===== config.mk =====
export PLATFORM = sky130hd
export DESIGN_NAME = fnd_scan_decoder
export DESIGN_NICKNAME = d
export VERILOG_FILES = /design/src/rtl/fnd_scan_decoder.sv
export SDC_FILE = /design/constraint.sdc
export NUM_CORES = 1
export LEC_CHECK = 0
export ABC_AREA = 1
export BUFFER_PORTS_ARGS = -buffer_cell sky130_fd_sc_hd__buf_2
export CAP_MARGIN = 20
export CORE_ASPECT_RATIO = 0.9
export CORE_MARGIN = 5
export CORE_UTILIZATION = 54
export CTS_CLUSTER_DIAMETER = 30
export CTS_CLUSTER_SIZE = 16
export DETAILED_ROUTE_END_ITERATION = 8
export PLACE_DENSITY = 0.84
export REMOVE_ABC_BUFFERS = 1
export SYNTH_ARGS = -nofsm -noshare
export SYNTH_HDL_FRONTEND = slang
export SYNTH_SLANG_ARGS = --single-unit

===== constraint.sdc =====
create_clock -name clk -period 1.8 [get_ports clk]
set_input_delay 0.18 -clock clk [delete_from_list [all_inputs] [get_ports clk]]
set_output_delay 0.18 -clock clk [all_outputs]
set_load 0.02 [all_outputs]

===== src/rtl/fnd_scan_decoder.sv =====
// rtl/fnd_scan_decoder.sv - samples a multiplexed 4-digit 7-segment bus and rebuilds BCD frames
// Define FND_SCAN_DECODER_DP_EN to capture decimal points (fnd_data[7]) per digit.
module fnd_scan_decoder #(
  parameter int SETTLE_CYCLES  = 4,
  parameter int TIMEOUT_CYCLES = 1048576
) (
  input  logic        clk,
  input  logic        rst,
  input  logic        enable,
  input  logic [3:0]  fnd_com,
  input  logic [7:0]  fnd_data,
  output logic [15:0] digits,
  output logic [3:0]  dp,
  output logic        frame_valid,
  output logic        frame_err,
  output logic        stalled
);

`ifdef FND_SCAN_DECODER_DP_EN
  localparam int DW = 8;
`else
  localparam int DW = 7;
`endif
  localparam int SW = $clog2(SETTLE_CYCLES + 1);
  localparam int TW = $clog2(TIMEOUT_CYCLES + 1);
  localparam logic [SW-1:0] SETTLE_MAX  = SW'(SETTLE_CYCLES);
  localparam logic [SW-1:0] SETTLE_LAST = SW'(SETTLE_CYCLES - 1);
  localparam logic [TW-1:0] TIMEOUT_MAX  = TW'(TIMEOUT_CYCLES);
  localparam logic [TW-1:0] TIMEOUT_LAST = TW'(TIMEOUT_CYCLES - 1);

  typedef enum logic [1:0] {IDLE, SCAN, STALL} state_t;

  state_t          state;
  state_t          next_state;
  logic [3:0]      s_com;
  logic [DW-1:0]   s_data;
  logic [3:0]      p_com;
  logic [DW-1:0]   p_data;
  logic [SW-1:0]   stab_cnt;
  logic [TW-1:0]   tcnt;
  logic [3:0]      seen;
  logic            err;
  logic [3:0]      slot_nib [4];
  logic            same;
  logic            capture;
  logic            com_legal;
  logic            com_blank;
  logic [1:0]      idx;
  logic [3:0]      sel;
  logic [4:0]      seg_dec;
  logic            legal_cap;
  logic            illegal_cap;
  logic            frame_done;
  logic [15:0]     frame_nib;

  function automatic logic [4:0] seg_decode(input logic [6:0] seg);
    case (seg)
      7'h40:   return {1'b0, 4'd0};
      7'h79:   return {1'b0, 4'd1};
      7'h24:   return {1'b0, 4'd2};
      7'h30:   return {1'b0, 4'd3};
      7'h19:   return {1'b0, 4'd4};
      7'h12:   return {1'b0, 4'd5};
      7'h02:   return {1'b0, 4'd6};
      7'h78:   return {1'b0, 4'd7};
      7'h00:   return {1'b0, 4'd8};
      7'h10:   return {1'b0, 4'd9};
      7'h7F:   return {1'b0, 4'hF};
      default: return {1'b1, 4'hE};
    endcase
  endfunction

  always_comb begin
    com_legal = 1'b1;
    idx       = 2'd0;
    case (s_com)
      4'b1110: idx = 2'd0;
      4'b1101: idx = 2'd1;
      4'b1011: idx = 2'd2;
      4'b0111: idx = 2'd3;
      default: com_legal = 1'b0;
    endcase
  end

  assign com_blank   = (s_com == 4'hF);
  assign sel         = ~s_com;
  assign seg_dec     = seg_decode(s_data[6:0]);
  assign same        = (s_com == p_com) && (s_data == p_data);
  // Fires only on the edge the counter steps into saturation, so a held value captures once.
  assign capture     = enable && (state != IDLE) && same && (stab_cnt == SETTLE_LAST);
  assign legal_cap   = capture && com_legal;
  assign illegal_cap = capture && !com_legal && !com_blank;
  assign frame_done  = legal_cap && ((seen | sel) == 4'hF);

  always_comb begin
    frame_nib = {slot_nib[3], slot_nib[2], slot_nib[1], slot_nib[0]};
    frame_nib[{idx, 2'b00} +: 4] = seg_dec[3:0];
  end

  always_ff @(posedge clk) begin
    if (rst) begin
      state <= IDLE;
    end else begin
      state <= next_state;
    end
  end

  always_comb begin
    next_state = state;
    if (!enable) begin
      next_state = IDLE;
    end else begin
      case (state)
        IDLE:    next_state = SCAN;
        SCAN:    if (!legal_cap && tcnt == TIMEOUT_LAST) next_state = STALL;
        STALL:   if (legal_cap) next_state = SCAN;
        default: next_state = IDLE;
      endcase
    end
  end

  always_comb begin
    stalled = (state == STALL);
  end

  always_ff @(posedge clk) begin
    if (rst) begin
      s_com       <= 4'hF;
      s_data      <= '1;
      p_com       <= 4'hF;
      p_data      <= '1;
      stab_cnt    <= '0;
      tcnt        <= '0;
      seen        <= 4'h0;
      err         <= 1'b0;
      digits      <= 16'h0000;
      frame_valid <= 1'b0;
      frame_err   <= 1'b0;
      for (int i = 0; i < 4; i++) slot_nib[i] <= 4'h0;
    end else begin
      s_com       <= fnd_com;
      s_data      <= fnd_data[DW-1:0];
      p_com       <= s_com;
      p_data      <= s_data;
      frame_valid <= 1'b0;
      if (!enable || state == IDLE) begin
        stab_cnt <= '0;
        tcnt     <= '0;
        seen     <= 4'h0;
        err      <= 1'b0;
      end else begin
        if (!same) begin
          stab_cnt <= '0;
        end else if (stab_cnt != SETTLE_MAX) begin
          stab_cnt <= stab_cnt + 1'b1;
        end

        // Blanking intervals keep counting toward the stall timeout.
        if (legal_cap) begin
          tcnt <= '0;
        end else if (state == SCAN && tcnt != TIMEOUT_MAX) begin
          tcnt <= tcnt + 1'b1;
        end

        if (state == SCAN && next_state == STALL) begin
          seen <= 4'h0;
        end else if (legal_cap) begin
          slot_nib[idx] <= seg_dec[3:0];
          if (frame_done) begin
            digits      <= frame_nib;
            frame_err   <= err | seg_dec[4];
            frame_valid <= 1'b1;
            seen        <= 4'h0;
            err         <= 1'b0;
          end else begin
            seen <= seen | sel;
            err  <= err | seg_dec[4];
          end
        end else if (illegal_cap) begin
          err <= 1'b1;
        end
      end
    end
  end

`ifdef FND_SCAN_DECODER_DP_EN
  logic [3:0] slot_dp;
  logic [3:0] frame_dp;

  always_comb begin
    frame_dp      = slot_dp;
    frame_dp[idx] = ~s_data[7];
  end

  always_ff @(posedge clk) begin
    if (rst) begin
      slot_dp <= 4'h0;
      dp      <= 4'h0;
    end else if (enable && legal_cap && state != IDLE) begin
      slot_dp[idx] <= ~s_data[7];
      if (frame_done) dp <= frame_dp;
    end
  end
`else
  logic unused_dp_bit;
  assign unused_dp_bit = fnd_data[7];
  assign dp            = 4'h0;
`endif

endmodule

==> impl_metrics.py, run 1 <==
metrics = {
    "status": {
        "result_of_the_run": "complete, but fails checks",
        "failed_checks": "setup timing",
    },
    "worst_setup_path": {
        "end_kind": "flop",
        "reg2reg_setup_slack_ps": -120,
        "critPathKind": "flop to flop",
        "worstReg2RegStart": "s_com[0]",
        "r2r_cells": 12,
        "timing.critical_path.fanout_max": 13,
        "arrival_ps": 2240,
        "cp-start-kind": "flop",
        "critical_path.reg2reg.endpoint": "digits[11]",
        "worstPathRequired_ps": 2120,
    },
    "floorplan": {
        "die_y_um": 97.84,
        "initial_core_utilization": 0.5454,
        "fp-row-count": 32,
        "design.portCount": 38,
        "die_width_um": 107.6,
        "die_area_um2": 10530,
        "placeableCoreArea_um2": 8488,
    },
    "power_and_ir_drop": {
        "pwr_density_cell_nw_per_um2": 657.7,
        "total_leakage_power_nw": 2.682,
        "peakVddDrop_uv": 482.3,
    },
    "sta": {
        "final_hold_viol_count": 0,
        "worst_clock_skew_ps": 13.43,
        "post_route_worst_setup_slack_ps": -120.6,
        "min_period_ps": 1921,
        "setup_repair_after_global_routing_missed_its_margin": "true",
        "timing.final.crit_share": 1.067,
        "finalSetupTns_ps": -1645,
        "maxClockFrequency_mhz": 520.7,
        "final_max_slew_viol_count": 0,
        "setup_violating_endpoint_count_in_the_final_report": 37,
    },
    "cts": {
        "clock_tree_from_tritoncts": "done",
        "cts_sinks": 87,
        "cts_htree_levels": 3,
        "root_buffer": "clkbuf_8",
        "worstSkewPairLatency_ps": 370,
        "cts_buffer_depth": 2,
        "clkTransAtPathRegs_ps": 90,
        "numCtsBuffers": 9,
    },
    "grt": {
        "globalRouteOverflowTotal": 0,
        "grt_max_degree": 29,
        "initial_antenna_violation_count": 0,
        "wire_length_of_the_first_global_routing_pass_mm": 18.51,
        "track_usage": 0.2143,
        "number_of_global_route_vias_before_repair": 4295,
    },
    "logic_synthesis": {
        "synthCells": 674,
        "yosys.cell_types.count": 34,
        "synth.yosys.warnings": 0,
        "synth.top_cells.by_area": "dfxtp_1, nand2_1, edfxtp_1, nor2_1, inv_1",
        "synth.yosys.seq_area_share": 0.4108,
        "synth_largest_area_cell": "dfxtp_1",
        "synthDominantCellAreaShare": 0.3070,
        "synth.cell_area_um2": 4629,
        "synth_area_per_cell_um2": 6.869,
        "synth_seq_cells": 87,
    },
    "drt": {
        "ant_nets": 0,
        "drt_iter0_drc": 439,
        "drc_errors": 0,
        "firstDrtPassIters": 5,
        "via_count": 4531,
        "vias_per_cell": 5.149,
        "detail_route.wirelength_mm": 12.35,
        "post_drt_wl_per_cell_um": 14.03,
    },
    "layout": {
        "syn_to_final_growth_pct": 27.84,
        "final_layout_size_suffix_gt1_frac": 0.2510,
        "layout.core_utilization": 0.6972,
        "n_antenna_cell": 0,
        "finish.instance_area_um2": 5918,
        "fin_cells": 880,
        "layout.nets": 780,
    },
    "placed_design": {
        "placedCellCount": 844,
        "post-dp-hpwl_mm": 7.858,
        "gp_routability_congestion": 0.9496,
        "place_ws_ps": -161.2,
        "placed_cell_area_um2": 5157,
        "port_bufs": 32,
    },
    "worst_hold_path": {
        "hold_path.class": "input pin to flop",
        "whs_endpoint": "s_data[2]",
        "min-delay-start": "fnd_data[2]",
        "worst_hold_path.num_cells": 2,
    },
    "run": {
        "number_of_violations_of_the_max_capacitance_limit": 0,
    },
}
Yosys cell counts:
master	number
inv_2	5
nand4_1	13
nor3b_2	1
o21ai_0	17
nor2_4	2
nor2_1	104
nand3b_1	2
buf_4	5
nor2_2	2
inv_1	86
a211oi_1	1
a31oi_1	1
dfxtp_1	71
conb_1	1
clkinv_1	1
nand3_2	2
nor4_1	2
nor3b_1	1
nor3_1	14
xnor2_1	8
edfxtp_1	16
nand4_4	1
and2_1	1
or2_2	13
buf_2	8
nand4_2	1
nand2_1	194
ha_1	9
nand3_4	1
o31ai_1	1
a21oi_1	34
nand3_1	32
xor2_1	16
clkbuf_1	8
layer usage:
| layer | share of wire | global-route usage | wire length (µm) | vias to the layer above |
|---|---|---|---|---|
| li1 | - | - | - | 2260 |
| met1 | 0.41 | 0.2610 | 5090 | 2036 |
| met2 | 0.49 | 0.3604 | 6055 | 201 |
| met3 | 0.075 | 0.05486 | 921 | 34 |
| met4 | 0.023 | 0.08641 | 283 | 0 |
| met5 | 0 | 0 | 0 | - |
cell usage in the layout, fill, tap and decap left out, types with 5 or more instances in the layout:
| master | instances |
|---|---|
| buf_4 | 29 |
| nor2_4 | 7 |
| edfxtp_1 | 16 |
| inv_2 | 13 |
| clkbuf_8 | 10 |
| nand2_2 | 12 |
| xnor2_1 | 5 |
| a21oi_1 | 31 |
| inv_1 | 77 |
| o21ai_0 | 17 |
| buf_6 | 9 |
| nor3_1 | 11 |
| nand3_1 | 30 |
| buf_2 | 32 |
| nand2_1 | 177 |
| ha_1 | 6 |
| nand4_1 | 13 |
| dlygate4sd3_1 | 9 |
| xor2_1 | 16 |
| dfxtp_1 | 64 |
| nor2_1 | 85 |
| nor2_2 | 16 |
| or2_2 | 13 |
flip-flops by register name, indices dropped and copies added (netlist names), 3 cells and up:
name,flops
digits,16
slot_nib,16
s_data,7
seen,4
s_com,4
stab_cnt,3
p_com,4
p_data,7
tcnt,21
where the power goes:
part / leakage, nW / switching, mW / internal, mW / total, mW
clock: 0.0982 / 0.668 / 0.666 / 1.33
combinational: 1.84 / 0.307 / 0.205 / 0.513
sequential: 0.739 / 0.0308 / 2.01 / 2.05
layout make-up:
class	instances	area, µm²
sequential	87	1918
multi-input combinational	477	2551
fill	658	2570
clock buffer	11	141.4
tap	119	148.9
timing repair inverter	2	15.01
clock inverter	5	47.55
timing repair buffer	87	744.5
inverter	92	351.6
critical path, stage by stage (launching register included):
cell and delay [ps]:
dfxtp_2 340, buf_4 130, xnor2_1 140, nand2_1 80, nor2_1 100, nand2_1 60
nor2_2 190, nand4_1 180, buf_6 190, clkbuf_16 170, a21oi_1 170, nand2_1 80
inv_1 50
what timing repair did:
action / 4_1_cts / 5_1_grt
resized for setup: 31 / 70
cloned: 0 / 6
setup buffers: 3 / 4
hold buffers: 9 / 0
pin swaps: 7 / 18
endpoints found under the hold margin: 9 / 0
endpoints found under the setup margin: 48 / 76
logic make-up after synthesis:
group,after synthesis,synth area share
and+or+nand+nor,386,0.3611
AOI/OAI and AO/OA,54,0.05973
buffers and inverters,113,0.09784
DFF,87,0.4108
adders and majority gates,9,0.02432
xor gates and xnor gates,24,0.04541
other,1,0.0008100
worst max-delay path by stage:
stage | start | endpoint | slack (ps) | cells after the start
after floorplan | s_com[2] | digits[0] | -960 | 9
final | s_com[0] | digits[11] | -120 | 12
after detailed placement | s_com[2] | digits[9] | -160 | 12
after CTS | s_com[1] | digits[9] | -20 | 15
after global placement | s_com[2] | digits[13] | -180 | 10
after global routing | s_com[1] | digits[9] | -230 | 14
metrics by stage:
| step | hold slack, ps | power, mW |
|---|---|---|
| CTS | 0.2636 | 3.842 |
| floorplan | 258.5 | 2.315 |
| global route | 3.628 | 4.048 |
| finish | 12.78 | 3.893 |
| detailed placement | 365.0 | 2.474 |
| global placement | 364.2 | 2.456 |
Note: power is estimated with default switching activity, not from simulation.
==> run 2: changes to the inputs <==
--- a/config.mk
+++ b/config.mk
@@ -9,7 +9,7 @@
 export BUFFER_PORTS_ARGS = -buffer_cell sky130_fd_sc_hd__buf_2
 export CAP_MARGIN = 20
 export CORE_ASPECT_RATIO = 0.9
-export CORE_MARGIN = 5
+export CORE_MARGIN = 3
 export CORE_UTILIZATION = 54
 export CTS_CLUSTER_DIAMETER = 30
 export CTS_CLUSTER_SIZE = 16
==> impl_metrics.py, run 2 (synthesis gave the netlist of run 1 again) <==
metrics = {
    "run": {
        "number_of_violations_of_the_max_capacitance_limit": 0,
    },
    "worst_setup_path": {
        "critPathKind": "flop to flop",
        "reg2reg_setup_slack_ps": -60,
        "critPathMostFrequentCell": "nand2_2",
        "cp-start-kind": "flop",
        "end_kind": "flop",
        "endpoint": "slot_nib[1][0]",
        "critical_path.reg2reg.endpoint": "slot_nib[1][0]",
        "setup.worst_path.start": "s_com[1]",
        "arrival_ps": 1950,
        "worst_path_max_delay_cell": "dfxtp_4",
        "worstReg2RegStart": "s_com[1]",
        "r2r_cells": 10,
        "crit_path_max_incr_delay_ps": 370,
        "worstPathRequired_ps": 1880,
        "path_cells": "buf_6 -> nand2_2 -> nand2_2 -> nor2_2 -> nand2_2 -> nor2_4 -> nand4_4 -> nor2_4 -> nand4_4 -> nand2_4",
        "timing.critical_path.fanout_max": 5,
    },
    "layout": {
        "finish.instance_area_um2": 5961,
        "fin_cells": 881,
        "largest_reg_flops": 21,
        "multi_input_area_um2": 2544,
        "layout_common_cells": "nand2_1, nor2_1, inv_1",
        "syn_to_final_growth_pct": 28.76,
        "layout.core_utilization": 0.7283,
        "layout.nets": 786,
        "final_layout_size_suffix_gt1_frac": 0.2755,
        "sequential_cell_area_um2": 1927,
        "final_common_cell": "nand2_1",
        "filler_cell_count": 584,
        "reg_top3": "tcnt: 21 flops, digits: 16 flops, slot_nib: 16 flops",
        "regMostFlops": "tcnt",
        "n_antenna_cell": 0,
    },
    "drt": {
        "drc_errors": 0,
        "vias_per_cell": 5.329,
        "via_count": 4695,
        "drt_iter0_drc": 407,
        "ant_nets": 0,
        "detail_route.wirelength_mm": 12.50,
        "firstDrtPassIters": 7,
        "post_drt_wl_per_cell_um": 14.19,
    },
    "status": {
        "failed_checks": "setup timing",
        "result_of_the_run": "complete, but fails checks",
    },
    "floorplan": {
        "initial_core_utilization": 0.5657,
        "fp-row-count": 31,
        "design.portCount": 38,
        "die_width_um": 103.6,
        "placeableCoreArea_um2": 8184,
        "die_y_um": 93.84,
        "die_area_um2": 9722,
    },
    "power_and_ir_drop": {
        "pwr-share-comb": 0.126,
        "total_power_mw": 4.131,
        "power.net_switching_mw": 0.9961,
        "peakVddDrop_uv": 551.3,
        "p_int_mw": 3.135,
        "power.share.sequential": 0.495,
        "power_frac_clock": 0.380,
        "total_leakage_power_nw": 2.702,
        "power.switching_fraction": 0.2411,
        "pwr_density_cell_nw_per_um2": 693.0,
    },
    "cts": {
        "cts_htree_levels": 3,
        "worstSkewPairLatency_ps": 360,
        "cts_sinks": 87,
        "numCtsBuffers": 9,
        "clock_tree_from_tritoncts": "done",
        "root_buffer": "clkbuf_8",
        "cts_buffer_depth": 2,
        "clkTransAtPathRegs_ps": 80,
    },
    "placed_design": {
        "port_bufs": 32,
        "place_ws_ps": -119.5,
        "placedCellCount": 849,
        "post-dp-hpwl_mm": 7.803,
        "gp_routability_congestion": 0.9338,
        "placed_cell_area_um2": 5207,
    },
    "sta": {
        "setup_repair_after_global_routing_missed_its_margin": "true",
        "finalSetupTns_ps": -921.5,
        "timing.final.crit_share": 1.035,
        "worst_clock_skew_ps": 9.003,
        "min_period_ps": 1863,
        "final_hold_viol_count": 0,
        "maxClockFrequency_mhz": 536.8,
        "final_max_slew_viol_count": 0,
        "post_route_worst_setup_slack_ps": -62.78,
        "setup_violating_endpoint_count_in_the_final_report": 29,
        "timing.hold.ws_ps": 10.33,
    },
    "grt": {
        "initial_antenna_violation_count": 0,
        "grt_max_degree": 29,
        "track_usage": 0.2268,
        "number_of_global_route_vias_before_repair": 4078,
        "globalRouteOverflowTotal": 0,
        "wire_length_of_the_first_global_routing_pass_mm": 18.08,
    },
    "worst_hold_path": {
        "hold_path.class": "input pin to flop",
    },
}
[run 2: cell count changes in the layout (fill, tap and decap cells not counted), sizes merged]
cell | previous run | this run
clkinvlp | 3 | 4
clkinv | 4 | 2
buf | 74 | 84
bufinv | 1 | 3
clkbuf | 15 | 14
inv | 91 | 90
dlygate4sd3 | 9 | 5
[run 2: layout make-up]
cell class              count  area share
inverters                  92     0.06003
multi-input cells         477      0.4267
repair inverters            3    0.003778
repair buffers             92      0.1241
flip-flops and latches     87      0.3233
clock inverters             4     0.01595
well taps                 115     0.02414
clock buffers              11     0.02204
[run 2: metal layers]
| metal | wire length, µm | track usage | up-vias |
|---|---|---|---|
| li1 | - | - | 2275 |
| met1 | 5057 | 0.2707 | 2135 |
| met2 | 6156 | 0.4069 | 229 |
| met3 | 893 | 0.05017 | 56 |
| met4 | 394 | 0.07863 | 0 |
| met5 | 0 | 0 | - |
[run 2: repair_timing]
action | 4_1_cts | 5_1_grt
endpoints found under the hold margin | 5 | 0
cloned | 0 | 6
endpoints found under the setup margin | 36 | 76
gates resized for setup | 24 | 92
buffers inserted | 1 | 6
pin swaps | 3 | 25
hold buffers | 5 | 0
[run 2: worst min-delay path by stage]
stage	startpoint	endpoint	slack, ps	cells past startpoint
2_1_floorplan	rst	state[0]	260	1
3_3_place_gp	fnd_data[4]	s_data[4]	370	2
3_5_place_dp	fnd_data[0]	s_data[0]	360	2
4_1_cts	fnd_data[1]	s_data[1]	4	2
5_1_grt	fnd_data[1]	s_data[1]	10	2
6_report	fnd_data[1]	s_data[1]	10	2
[run 2: worst max-delay path, delay by kind of cell (launching register included)]
kind | cells | cell delay (ps)
buffers and inverters | 1 | 120
flip-flops | 1 | 370
AND/OR/NAND/NOR | 9 | 1090
[run 2: power by group through the flow]
stage | Clock [mW] | Sequential, mW | Combinational (mW)
finish | 1.57 | 2.04 | 0.520
global route | 1.65 | 2.05 | 0.566
CTS | 1.59 | 2.04 | 0.429
detailed placement | 0 | 2.09 | 0.397
global placement | 0 | 2.08 | 0.380
floorplan | 0 | 2.08 | 0.233
